===== src/rtl/spi_pkg.sv =====
// Shared types and constants for the burst SPI slave.
package spi_pkg;

  // Transfer phase: command word, write burst, read burst
  typedef enum logic [1:0] {
    ST_IDLE = 2'd0,
    ST_CMD  = 2'd1,
    ST_WR   = 2'd2,
    ST_RD   = 2'd3
  } spi_state_e;

  // Command word MSB encoding
  localparam logic RW_WRITE = 1'b0;
  localparam logic RW_READ  = 1'b1;

  // Word shifted out when the fabric has not answered in time (cast down to BYTE_W)
  localparam logic [31:0] UNDERRUN_FILL = 32'hFFFF_FFFF;

  function automatic int unsigned max_u(input int unsigned a, input int unsigned b);
    return (a > b) ? a : b;
  endfunction

endpackage


===== src/rtl/spi_pad_sync.sv =====
// Pad synchroniser and SCK edge detector; yields sample/shift strobes for the
// selected CPOL/CPHA mode. All outputs are registered and aligned with each other.
module spi_pad_sync #(
  parameter int unsigned CPOL = 0,
  parameter int unsigned CPHA = 0
) (
  input  logic sys_clk,
  input  logic sys_rst_n,
  input  logic csn_pad,
  input  logic sck_pad,
  input  logic mosi_pad,
  output logic cs_active,
  output logic sample_en,
  output logic shift_en,
  output logic mosi_s
);

  localparam bit CPOL_B = (CPOL != 0);
  localparam bit CPHA_B = (CPHA != 0);

  logic [1:0] csn_sync_q;
  logic [1:0] sck_sync_q;
  logic [1:0] mosi_sync_q;
  logic       sck_hist_q;
  logic       mosi_q;
  logic       armed_q;
  logic       cs_active_q;
  logic       sample_q;
  logic       shift_q;

  logic rise_c;
  logic fall_c;
  logic lead_c;
  logic trail_c;

  // Edge classification from synchronised SCK and its one-cycle history
  always_comb begin
    rise_c  = sck_sync_q[1] & ~sck_hist_q;
    fall_c  = ~sck_sync_q[1] & sck_hist_q;
    lead_c  = CPOL_B ? fall_c : rise_c;
    trail_c = CPOL_B ? rise_c : fall_c;
  end

  // Synchronisers, history FF and registered strobes. CS sync resets to
  // "asserted" and must see CS high once (armed) so that a reset taken while
  // CS is low never looks like a fresh CS fall.
  always_ff @(posedge sys_clk or negedge sys_rst_n) begin
    if (!sys_rst_n) begin
      csn_sync_q  <= '0;
      sck_sync_q  <= {2{CPOL_B}};
      mosi_sync_q <= '0;
      sck_hist_q  <= CPOL_B;
      mosi_q      <= 1'b0;
      armed_q     <= 1'b0;
      cs_active_q <= 1'b0;
      sample_q    <= 1'b0;
      shift_q     <= 1'b0;
    end else begin
      csn_sync_q  <= {csn_sync_q[0], csn_pad};
      sck_sync_q  <= {sck_sync_q[0], sck_pad};
      mosi_sync_q <= {mosi_sync_q[0], mosi_pad};
      sck_hist_q  <= sck_sync_q[1];
      mosi_q      <= mosi_sync_q[1];
      armed_q     <= armed_q | csn_sync_q[1];
      cs_active_q <= armed_q & ~csn_sync_q[1];
      sample_q    <= CPHA_B ? trail_c : lead_c;
      shift_q     <= CPHA_B ? lead_c : trail_c;
    end
  end

  assign cs_active = cs_active_q;
  assign sample_en = sample_q;
  assign shift_en  = shift_q;
  assign mosi_s    = mosi_q;

endmodule


===== src/rtl/spi_slave_burst.sv =====
// Burst SPI slave: command/address word followed by write or read data words
// exchanged with a register-file port. Optional macro SPI_ADDR_AUTOINC_EN makes
// the address advance per data word; otherwise it stays at the start address.
module spi_slave_burst
  import spi_pkg::*;
#(
  parameter int unsigned BYTE_W = 8,
  parameter int unsigned ADDR_W = 8,
  parameter int unsigned CPOL   = 0,
  parameter int unsigned CPHA   = 0
) (
  input  logic              sys_clk,
  input  logic              sys_rst_n,
  input  logic              csn_pad,
  input  logic              sck_pad,
  input  logic              mosi_pad,
  output logic              miso_pad,
  output logic              busy,
  output logic              wr_valid,
  output logic [ADDR_W-2:0] wr_addr,
  output logic [BYTE_W-1:0] wr_data,
  output logic              rd_req,
  output logic [ADDR_W-2:0] rd_addr,
  input  logic              rd_valid,
  input  logic [BYTE_W-1:0] rd_data,
  output logic              rd_underrun
);

  localparam int unsigned AW    = ADDR_W - 1;
  localparam int unsigned SR_W  = max_u(BYTE_W, ADDR_W);
  localparam int unsigned CNT_W = (SR_W > 1) ? $clog2(SR_W) : 1;

  logic cs_active;
  logic sample_en;
  logic shift_en;
  logic mosi_s;

  spi_state_e        state_q,       state_d;
  logic [CNT_W-1:0]  bit_cnt_q,     bit_cnt_d;
  logic [SR_W-1:0]   rx_sr_q,       rx_sr_d;
  logic [BYTE_W-1:0] tx_sr_q,       tx_sr_d;
  logic [AW-1:0]     addr_q,        addr_d;
  logic [BYTE_W-1:0] rd_buf_q,      rd_buf_d;
  logic              rd_have_q,     rd_have_d;
  logic              rd_pend_q,     rd_pend_d;
  logic              miso_q,        miso_d;
  logic              busy_q,        busy_d;
  logic              wr_valid_q,    wr_valid_d;
  logic [AW-1:0]     wr_addr_q,     wr_addr_d;
  logic [BYTE_W-1:0] wr_data_q,     wr_data_d;
  logic              rd_req_q,      rd_req_d;
  logic [AW-1:0]     rd_addr_q,     rd_addr_d;
  logic              rd_underrun_q, rd_underrun_d;
  logic [AW-1:0]     addr_next_c;

  spi_pad_sync #(
    .CPOL (CPOL),
    .CPHA (CPHA)
  ) u_pad_sync (
    .sys_clk   (sys_clk),
    .sys_rst_n (sys_rst_n),
    .csn_pad   (csn_pad),
    .sck_pad   (sck_pad),
    .mosi_pad  (mosi_pad),
    .cs_active (cs_active),
    .sample_en (sample_en),
    .shift_en  (shift_en),
    .mosi_s    (mosi_s)
  );

  // Address used for the word after the current one
  always_comb begin
`ifdef SPI_ADDR_AUTOINC_EN
    addr_next_c = addr_q + AW'(1);
`else
    addr_next_c = addr_q;
`endif
  end

  // State and datapath registers
  always_ff @(posedge sys_clk or negedge sys_rst_n) begin
    if (!sys_rst_n) begin
      state_q       <= ST_IDLE;
      bit_cnt_q     <= '0;
      rx_sr_q       <= '0;
      tx_sr_q       <= '0;
      addr_q        <= '0;
      rd_buf_q      <= '0;
      rd_have_q     <= 1'b0;
      rd_pend_q     <= 1'b0;
      miso_q        <= 1'b0;
      busy_q        <= 1'b0;
      wr_valid_q    <= 1'b0;
      wr_addr_q     <= '0;
      wr_data_q     <= '0;
      rd_req_q      <= 1'b0;
      rd_addr_q     <= '0;
      rd_underrun_q <= 1'b0;
    end else begin
      state_q       <= state_d;
      bit_cnt_q     <= bit_cnt_d;
      rx_sr_q       <= rx_sr_d;
      tx_sr_q       <= tx_sr_d;
      addr_q        <= addr_d;
      rd_buf_q      <= rd_buf_d;
      rd_have_q     <= rd_have_d;
      rd_pend_q     <= rd_pend_d;
      miso_q        <= miso_d;
      busy_q        <= busy_d;
      wr_valid_q    <= wr_valid_d;
      wr_addr_q     <= wr_addr_d;
      wr_data_q     <= wr_data_d;
      rd_req_q      <= rd_req_d;
      rd_addr_q     <= rd_addr_d;
      rd_underrun_q <= rd_underrun_d;
    end
  end

  // Next-state, shifting, handshakes and registered-output next values
  always_comb begin
    state_d       = state_q;
    bit_cnt_d     = bit_cnt_q;
    rx_sr_d       = rx_sr_q;
    tx_sr_d       = tx_sr_q;
    addr_d        = addr_q;
    rd_buf_d      = rd_buf_q;
    rd_have_d     = rd_have_q;
    rd_pend_d     = rd_pend_q;
    wr_valid_d    = 1'b0;
    wr_addr_d     = wr_addr_q;
    wr_data_d     = wr_data_q;
    rd_req_d      = 1'b0;
    rd_addr_d     = rd_addr_q;
    rd_underrun_d = 1'b0;

    // Capture read return only while a request is outstanding
    if (rd_pend_q && rd_valid) begin
      rd_buf_d  = rd_data;
      rd_have_d = 1'b1;
      rd_pend_d = 1'b0;
    end

    if ((state_q != ST_IDLE) && !cs_active) begin
      // CS released: drop partial word and any prefetched data
      state_d   = ST_IDLE;
      bit_cnt_d = '0;
      tx_sr_d   = '0;
      rd_have_d = 1'b0;
      rd_pend_d = 1'b0;
    end else begin
      case (state_q)
        ST_IDLE: begin
          if (cs_active) begin
            state_d   = ST_CMD;
            bit_cnt_d = '0;
            tx_sr_d   = '0;
            rd_have_d = 1'b0;
            rd_pend_d = 1'b0;
          end
        end

        ST_CMD: begin
          if (sample_en) begin
            rx_sr_d = (rx_sr_q << 1) | SR_W'(mosi_s);
            if (bit_cnt_q == CNT_W'(ADDR_W - 1)) begin
              bit_cnt_d = '0;
              addr_d    = rx_sr_d[AW-1:0];
              if (rx_sr_d[AW] == RW_READ) begin
                state_d   = ST_RD;
                rd_req_d  = 1'b1;
                rd_addr_d = rx_sr_d[AW-1:0];
                rd_pend_d = 1'b1;
                rd_have_d = 1'b0;
              end else begin
                state_d = ST_WR;
              end
            end else begin
              bit_cnt_d = bit_cnt_q + CNT_W'(1);
            end
          end
        end

        ST_WR: begin
          if (sample_en) begin
            rx_sr_d = (rx_sr_q << 1) | SR_W'(mosi_s);
            if (bit_cnt_q == CNT_W'(BYTE_W - 1)) begin
              bit_cnt_d  = '0;
              wr_valid_d = 1'b1;
              wr_addr_d  = addr_q;
              wr_data_d  = rx_sr_d[BYTE_W-1:0];
              addr_d     = addr_next_c;
            end else begin
              bit_cnt_d = bit_cnt_q + CNT_W'(1);
            end
          end
        end

        ST_RD: begin
          if (shift_en) begin
            if (bit_cnt_q == '0) begin
              // Word boundary: load prefetched word (or fill) and prefetch the next
              if (rd_have_q) begin
                tx_sr_d = rd_buf_q;
              end else begin
                tx_sr_d       = BYTE_W'(UNDERRUN_FILL);
                rd_underrun_d = 1'b1;
              end
              rd_have_d = 1'b0;
              rd_pend_d = 1'b1;
              addr_d    = addr_next_c;
              rd_req_d  = 1'b1;
              rd_addr_d = addr_next_c;
            end else begin
              tx_sr_d = tx_sr_q << 1;
            end
            if (bit_cnt_q == CNT_W'(BYTE_W - 1)) begin
              bit_cnt_d = '0;
            end else begin
              bit_cnt_d = bit_cnt_q + CNT_W'(1);
            end
          end
        end

        default: begin
          state_d = ST_IDLE;
        end
      endcase
    end

    busy_d = (state_d != ST_IDLE);
    miso_d = busy_d & tx_sr_d[BYTE_W-1];
  end

  assign miso_pad    = miso_q;
  assign busy        = busy_q;
  assign wr_valid    = wr_valid_q;
  assign wr_addr     = wr_addr_q;
  assign wr_data     = wr_data_q;
  assign rd_req      = rd_req_q;
  assign rd_addr     = rd_addr_q;
  assign rd_underrun = rd_underrun_q;

endmodule


===== config.mk =====
export PLATFORM = sky130hd
export DESIGN_NAME = spi_slave_burst
export DESIGN_NICKNAME = d
export VERILOG_FILES = /design/src/rtl/spi_pkg.sv /design/src/rtl/spi_pad_sync.sv /design/src/rtl/spi_slave_burst.sv
export SDC_FILE = /design/constraint.sdc
export NUM_CORES = 1
export LEC_CHECK = 0
export ABC_AREA = 1
export BUFFER_PORTS_ARGS = -buffer_cell sky130_fd_sc_hd__buf_2
export CORE_ASPECT_RATIO = 0.9
export CORE_MARGIN = 2
export CORE_UTILIZATION = 61
export CTS_CLUSTER_SIZE = 40
export DETAILED_ROUTE_END_ITERATION = 10
export PLACE_DENSITY_LB_ADDON = 0.05
export SYNTH_ARGS = -nofsm -noshare
export SYNTH_HDL_FRONTEND = slang
export SYNTH_SLANG_ARGS = --single-unit

===== constraint.sdc =====
create_clock -name sys_clk -period 4.4 [get_ports sys_clk]
set_clock_uncertainty 0.2 [all_clocks]
set_input_delay 0.44 -clock sys_clk [delete_from_list [all_inputs] [get_ports sys_clk]]
set_output_delay 0.44 -clock sys_clk [all_outputs]
set_load 0.02 [all_outputs]

After elaboration in Yosys (flattened, before gate mapping)
Cells that the tools add are included.
{ "totals": {"word_cells": 123, "inputBits": 14, "ff_bits": 76, "output_inout_bits": 27} }
{ "classes": {"reduce_logical": 16, "n_addsub": 1, "n_eq_ne": 12, "muxes": 58, "bitwise": 10} }
{ "ops": {"columns": ["cell", "n"], "rows": [
  ["8-bit 2-to-1 mux", 5],
  ["7-bit 2-to-1 mux", 5],
  ["1-bit 2-to-1 mux", 32],
  ["8-bit one-hot mux with 2 select lines", 1],
  ["3-bit 2-to-1 mux", 5],
  ["7-bit one-hot mux with 2 select lines", 1],
  ["3-bit one-hot mux with 3 select lines", 1],
  ["3-bit AND reduction", 3],
  ["2-bit 2-to-1 mux", 4],
  ["8-bit by 1-bit bitwise OR with 8-bit output", 1],
  ["4-bit AND reduction", 2],
  ["7-bit AND reduction", 1],
  ["2-bit != test (second input constant)", 3],
  ["3-bit by 2-bit != test with 1-bit output (second input constant)", 2],
  ["1-bit one-hot mux with 3 select lines", 2],
  ["2-bit nonzero test", 3],
  ["1-bit bitwise AND", 4],
  ["2-bit equality test (second input constant)", 2],
  ["2-bit by 1-bit != test with 1-bit output (second input constant)", 2],
  ["1-bit NOT", 4],
  ["2-bit one-hot mux with 2 select lines", 1],
  ["3-bit by 1-bit adder with 3-bit output (second input constant)", 1],
  ["3-bit equality test (second input constant)", 1],
  ["3-bit zero test", 1],
  ["other kinds (9)", 10]
]} }

Depth between registers and ports, before layout
{ "depth": {"depth_word": 8, "ltp_mapped": 10, "ltp_nobuf": 9} }

Modules after synthesis
A second synthesis with hierarchy kept.
{ "unflattened": {"cells_unflattened": 335, "hier_area_um2": 3208.1} }
{ "modules_own_cells": {"columns": ["mod", "cells_per_inst", "seq_area_each_um2", "area_each_um2", "n_inst"], "rows": [
  ["spi_slave_burst", 315, 1601.5, 2877.8, 1],
  ["spi_pad_sync", 20, 300.3, 330.3, 1]
]} }

Worst setup path after synthesis
No wires, ideal clock.
{ "synth_path": {"path_kind": "register to register", "start": "register state_q[1]", "end": "register rd_addr_q[3], in the netlist rd_addr[3]", "path_buffers": 1, "synth_period_minus_slack_ps": 1793, "slack_ps": 2607, "setup_ps": 123, "stages_incl_launch_ff": 11, "t_required_ps": 4077, "arrival_ps": 1469, "path_cell_list": "dfrtp_1 -> inv_1 -> ha_1 -> inv_2 -> nand2_4 -> inv_4 -> a21oi_2 -> nand3_2 -> buf_6 -> nand2_1 -> o21ai_2"} }
{ "synth_between": {"elab_chain_len": 4, "elab_cells_between_ends": 13, "cone_classes": "eq/ne (7); mux (1); bitwise (1); reduce/logical (4)"} }
{ "synth_lines": {"columns": ["element", "line", "source"], "rows": [
  ["start, declared", "spi_slave_burst.sv:38", "spi_state_e state_q, state_d;"],
  ["start signal, assigned", "spi_slave_burst.sv:100", "state_q <= state_d;"],
  ["parallel branches: the longest is 4 deep, another holds 7-bit AND reduction", null, null],
  ["end signal, assigned", "spi_slave_burst.sv:114", "rd_addr_q <= rd_addr_d;"],
  ["end, declared", "spi_slave_burst.sv:52", "logic [AW-1:0] rd_addr_q, rd_addr_d;"]
]} }
Several ways; the timed one is not identified.
A chain may end at the register's enable or synchronous reset.

Worst setup path in the final report
{ "layout_path": {"start": "register state_q[1]", "end": "register wr_data_q[6], in the netlist wr_data[6]"} }
{ "layout_between": {"elab_chain_len": 4, "elab_cells_between_ends": 5, "cone_classes": "eq/ne (1); bitwise (1); reduce/logical (3)"} }
{ "layout_lines": {"columns": ["element", "line", "source"], "rows": [
  ["2-bit nonzero test", "spi_slave_burst.sv:143", "if ((state_q != ST_IDLE) && !cs_active) begin"],
  ["1-bit logical AND", "spi_slave_burst.sv:143", null],
  ["1-bit NOT (no source line)", null, null],
  ["4-bit AND reduction (no source line) *", null, null],
  ["end signal, assigned", "spi_slave_burst.sv:112", "wr_data_q <= wr_data_d;"],
  ["end, declared", "spi_slave_burst.sv:50", "logic [BYTE_W-1:0] wr_data_q, wr_data_d;"]
]} }
Every way passes the cells marked *; elsewhere a longest branch is shown, timed or not.

==> flow_summary_export.csv <==
group,metric,value,unit
drt,firstDrtPassIters,4,
logic_synthesis,synth_largest_area_cell,"dfrtp_1",
logic_synthesis,synth_area_per_cell,9.39,um2
clocking,clkTransAtPathRegs,0.08,ns
critical_path,cp_data_required_time,4.43,ns
drt,routed_wl,5960,um
critical_path,crit_chain,"inv_1 > ha_1 > inv_2 > nand2_4 > nand4_1 > o21ai_0",
logic_synthesis,netlist_area,3250,um2
logic_synthesis,synth_commonest_cells,"98 x nand2_1, 76 x dfrtp_1, 55 x o21ai_0, 37 x inv_1, 20 x nor2_1",
floorplanning,die_area,5930,um2
drt,drt.antenna.violating_nets,0,
logic_synthesis,synthCells,346,
clocking,clkSinkCount,76,
pwr,powerDensity,479,nW/um2
clocking,cts_setup_buffers,0,
sta,rsz0062_at_grt,"no",
sta,post-route-period-util,0.609,
logic_synthesis,yosysSeqAreaShare,0.585,
pwr,p_switching,594,uW
clocking,cts-buffers-inserted,9,
global_routing,grt_max_degree,77,
placement,detailed_place.area,3480,um2
drt,drcViolationCount,0,
logic_synthesis,synth.top_cell.area_share,0.585,
clocking,clk_latency,0.35,ns
sta,fmax,373,MHz
layout,final_cells,462,
placement,dp_hpwl,4150,um
pwr,power_frac_clock,0.294,
logic_synthesis,ys_warn_count,0,
floorplanning,ios,41,
sta,slew_headroom,0.314,
critical_path,crit_buf_inv,2,
floorplanning,die_h,73.2,um
pwr,power_frac_seq,0.461,
critical_path,crit_family,"simple AND/OR/NAND/NOR gates",
critical_path,cp_slowest_stage_delay,0.80,ns
floorplanning,rows,25,
clocking,root_buffer,"clkbuf_8",
global_routing,grt_first_pass_wirelength,10100,um
layout,nets,413,
worst_hold_path,hp-class,"in2async",
pwr,p_leak,1.89,nW
critical_path,endpoint_kind,"register",
logic_synthesis,synth_edf_count,0,
clocking,cts_resized,0,
critical_path,critPathMaxFanout,30,
global_routing,overflow,0,
flow_run,drv_cap,0,
floorplanning,core_area,5190,um2
logic_synthesis,synth_area_leaders,"dfrtp_1 59%, nand2_1 11%, o21ai_0 8.5%",
sta,hold_viol,0,
global_routing,groute.usage.overall,0.229,
pwr,max-vdd-ir-drop,0.405,mV
pwr,comb_power_share,0.245,
clocking,tritoncts,"yes",
drt,vias,2355,
logic_synthesis,synth_cell_types,27,
logic_synthesis,syn-num-nets,369,
sta,layout_min_cycle_time,2.68,ns
sta,tightestPinTransition,1.03,ns
layout,layout-drive-gt1-share,0.192,
critical_path,start_kind,"register",
clocking,cts_buffer_depth,2,
layout,fillers,444,
critical_path,critical-path-slowest-cell,"nand4_1",
placement,io_buffers,40,
sta,finalMaxSlewViolations,0,
run_status,outcome,"finished, final reports clean",
pwr,switching_share,0.335,
global_routing,grt_antenna_before_repair,0,
drt,wl_per_cell,12.9,um
floorplanning,fp.dieW,80.9,um
placement,gp_congestion,0.894,
logic_synthesis,ys.flop_type,"dfrtp_1",
critical_path,cp.arrival,2.71,ns
pwr,internal_power,1.18,mW
layout,area_growth,14.0,%
logic_synthesis,ys_ff_latch,76,
logic_synthesis,synth_most_common_cell,"nand2_1",
placement,dp_cells,443,
clocking,htree_levels,3,
drt,drtIter0Drc,158,
sta,hold_slack,0.0218,ns
global_routing,grt_pass1_vias,2221,
drt,vias_per_cell,5.10,
layout,post-route-cell-area,3700,um2
critical_path,critPathKind,"reg2reg",
layout,antenna_cells,0,
sta,finalSetupTns,0,ns
sta,setup_viol,0,
logic_synthesis,synthArstFlopShare,1.00,
floorplanning,start_util,0.626,
## per-stage QoR
step | total power [mW] | util | setup WS [ns]
3_3_place_gp | 1.25 | 0.670 | 1.95
3_5_place_dp | 1.26 | 0.670 | 1.75
5_1_grt | 1.89 | 0.713 | 1.34
2_1_floorplan | 1.15 | - | 2.61
6_report | 1.77 | 0.713 | 1.72
4_1_cts | 1.79 | 0.713 | 1.68
## layout make-up
type | instances | area (um2) | area share
sequential | 76 | 1900 | 0.514
multi-input combinational | 221 | 1140 | 0.308
timing repair buffer | 43 | 233 | 0.0628
inverter | 39 | 149 | 0.0402
clock buffer | 12 | 145 | 0.0392
tap | 67 | 83.8 | 0.0226
clock inverter | 4 | 48.8 | 0.0132
## metal layers
layer / up-vias / track usage / routed length [um]
li1: 1193 / - / -
met1: 1113 / 0.322 / 3000
met2: 45 / 0.340 / 2690
met3: 4 / 0.0767 / 213
met4: 0 / 0.0734 / 53
met5: - / 0 / 0
## power groups by stage
stage | registers [mW] | clock network (mW) | logic (mW)
detailed placement | 0.832 | 0 | 0.432
global route | 0.828 | 0.564 | 0.497
finish | 0.819 | 0.521 | 0.435
CTS | 0.819 | 0.531 | 0.436
floorplan | 0.856 | 0 | 0.298
global placement | 0.826 | 0 | 0.420
## placed cells by master (no fill, tap or decap)
cell           instances
nand2_1               98
dfrtp_1               76
o21ai_0               55
buf_2                 39
inv_1                 37
nor2_1                20
clkbuf_8              10
ha_1                   9
o21ai_2                7
mux2_2                 7
nand3_1                6
nand4_1                4
a21oi_1                4
dlygate4sd3_1          3
nor3_1                 2
clkbuf_1               2
clkinv_2               2
inv_2                  1
nand2_4                1
or2_2                  1
inv_4                  1
a31oi_1                1
o21a_1                 1
a21oi_2                1
nand3_2                1
nor3_4                 1
o211ai_2               1
o211ai_1               1
bufinv_16              1
clkinv_4               1
buf_4                  1
## logic make-up after synthesis
kind of cell,after synthesis,share of synthesized area
and+or+nand+nor,134,0.170
DFF,76,0.585
AOI/OAI and AO/OA,71,0.123
buffers and inverters,49,0.0631
adders and majority gates,9,0.0347
muxes,7,0.0243
## timing repair
item                                    in CTS  in global routing
endpoints found under the setup margin       0                  0
endpoints found under the hold margin        3                  0
hold buffers                                 3                  0
## worst reg2reg max path: stages, from the launching register on
cell and delay [ns]:
dfrtp_1 0.43, inv_1 0.16, ha_1 0.26, inv_2 0.08, nand2_4 0.14, nand4_1 0.80, o21ai_0 0.50
## worst paths after layout
kind / from / end / slack, ns / depth (start not counted)
setup / recovery: state_q[1] / wr_data[6] / 1.72 / 6
max in group asynchronous: sys_rst_n / tx_sr_q[3] / 3.38 / 1
min in group sys_clk: rd_data[1] / rd_buf_q[1] / 0.12 / 2
setup reg to reg: state_q[1] / wr_data[6] / 1.72 / 6
hold / removal: sys_rst_n / rd_addr[1] / 0.02 / 1
hold reg to reg: u_pad_sync.csn_sync_q[0] / u_pad_sync.csn_sync_q[1] / 0.15 / 0
## state kept, by name, summed over array words and instances (netlist names), 2 cells and up
name / count
u_pad_sync.mosi_sync_q: 2
u_pad_sync.csn_sync_q: 2
wr_addr: 7
u_pad_sync.sck_sync_q: 2
bit_cnt_q: 3
rd_addr: 7
tx_sr_q: 8
rx_sr_q: 7
wr_data: 8
state_q: 2
rd_buf_q: 8
addr_next_c: 7
Note: power is estimated with default switching activity, not from simulation.
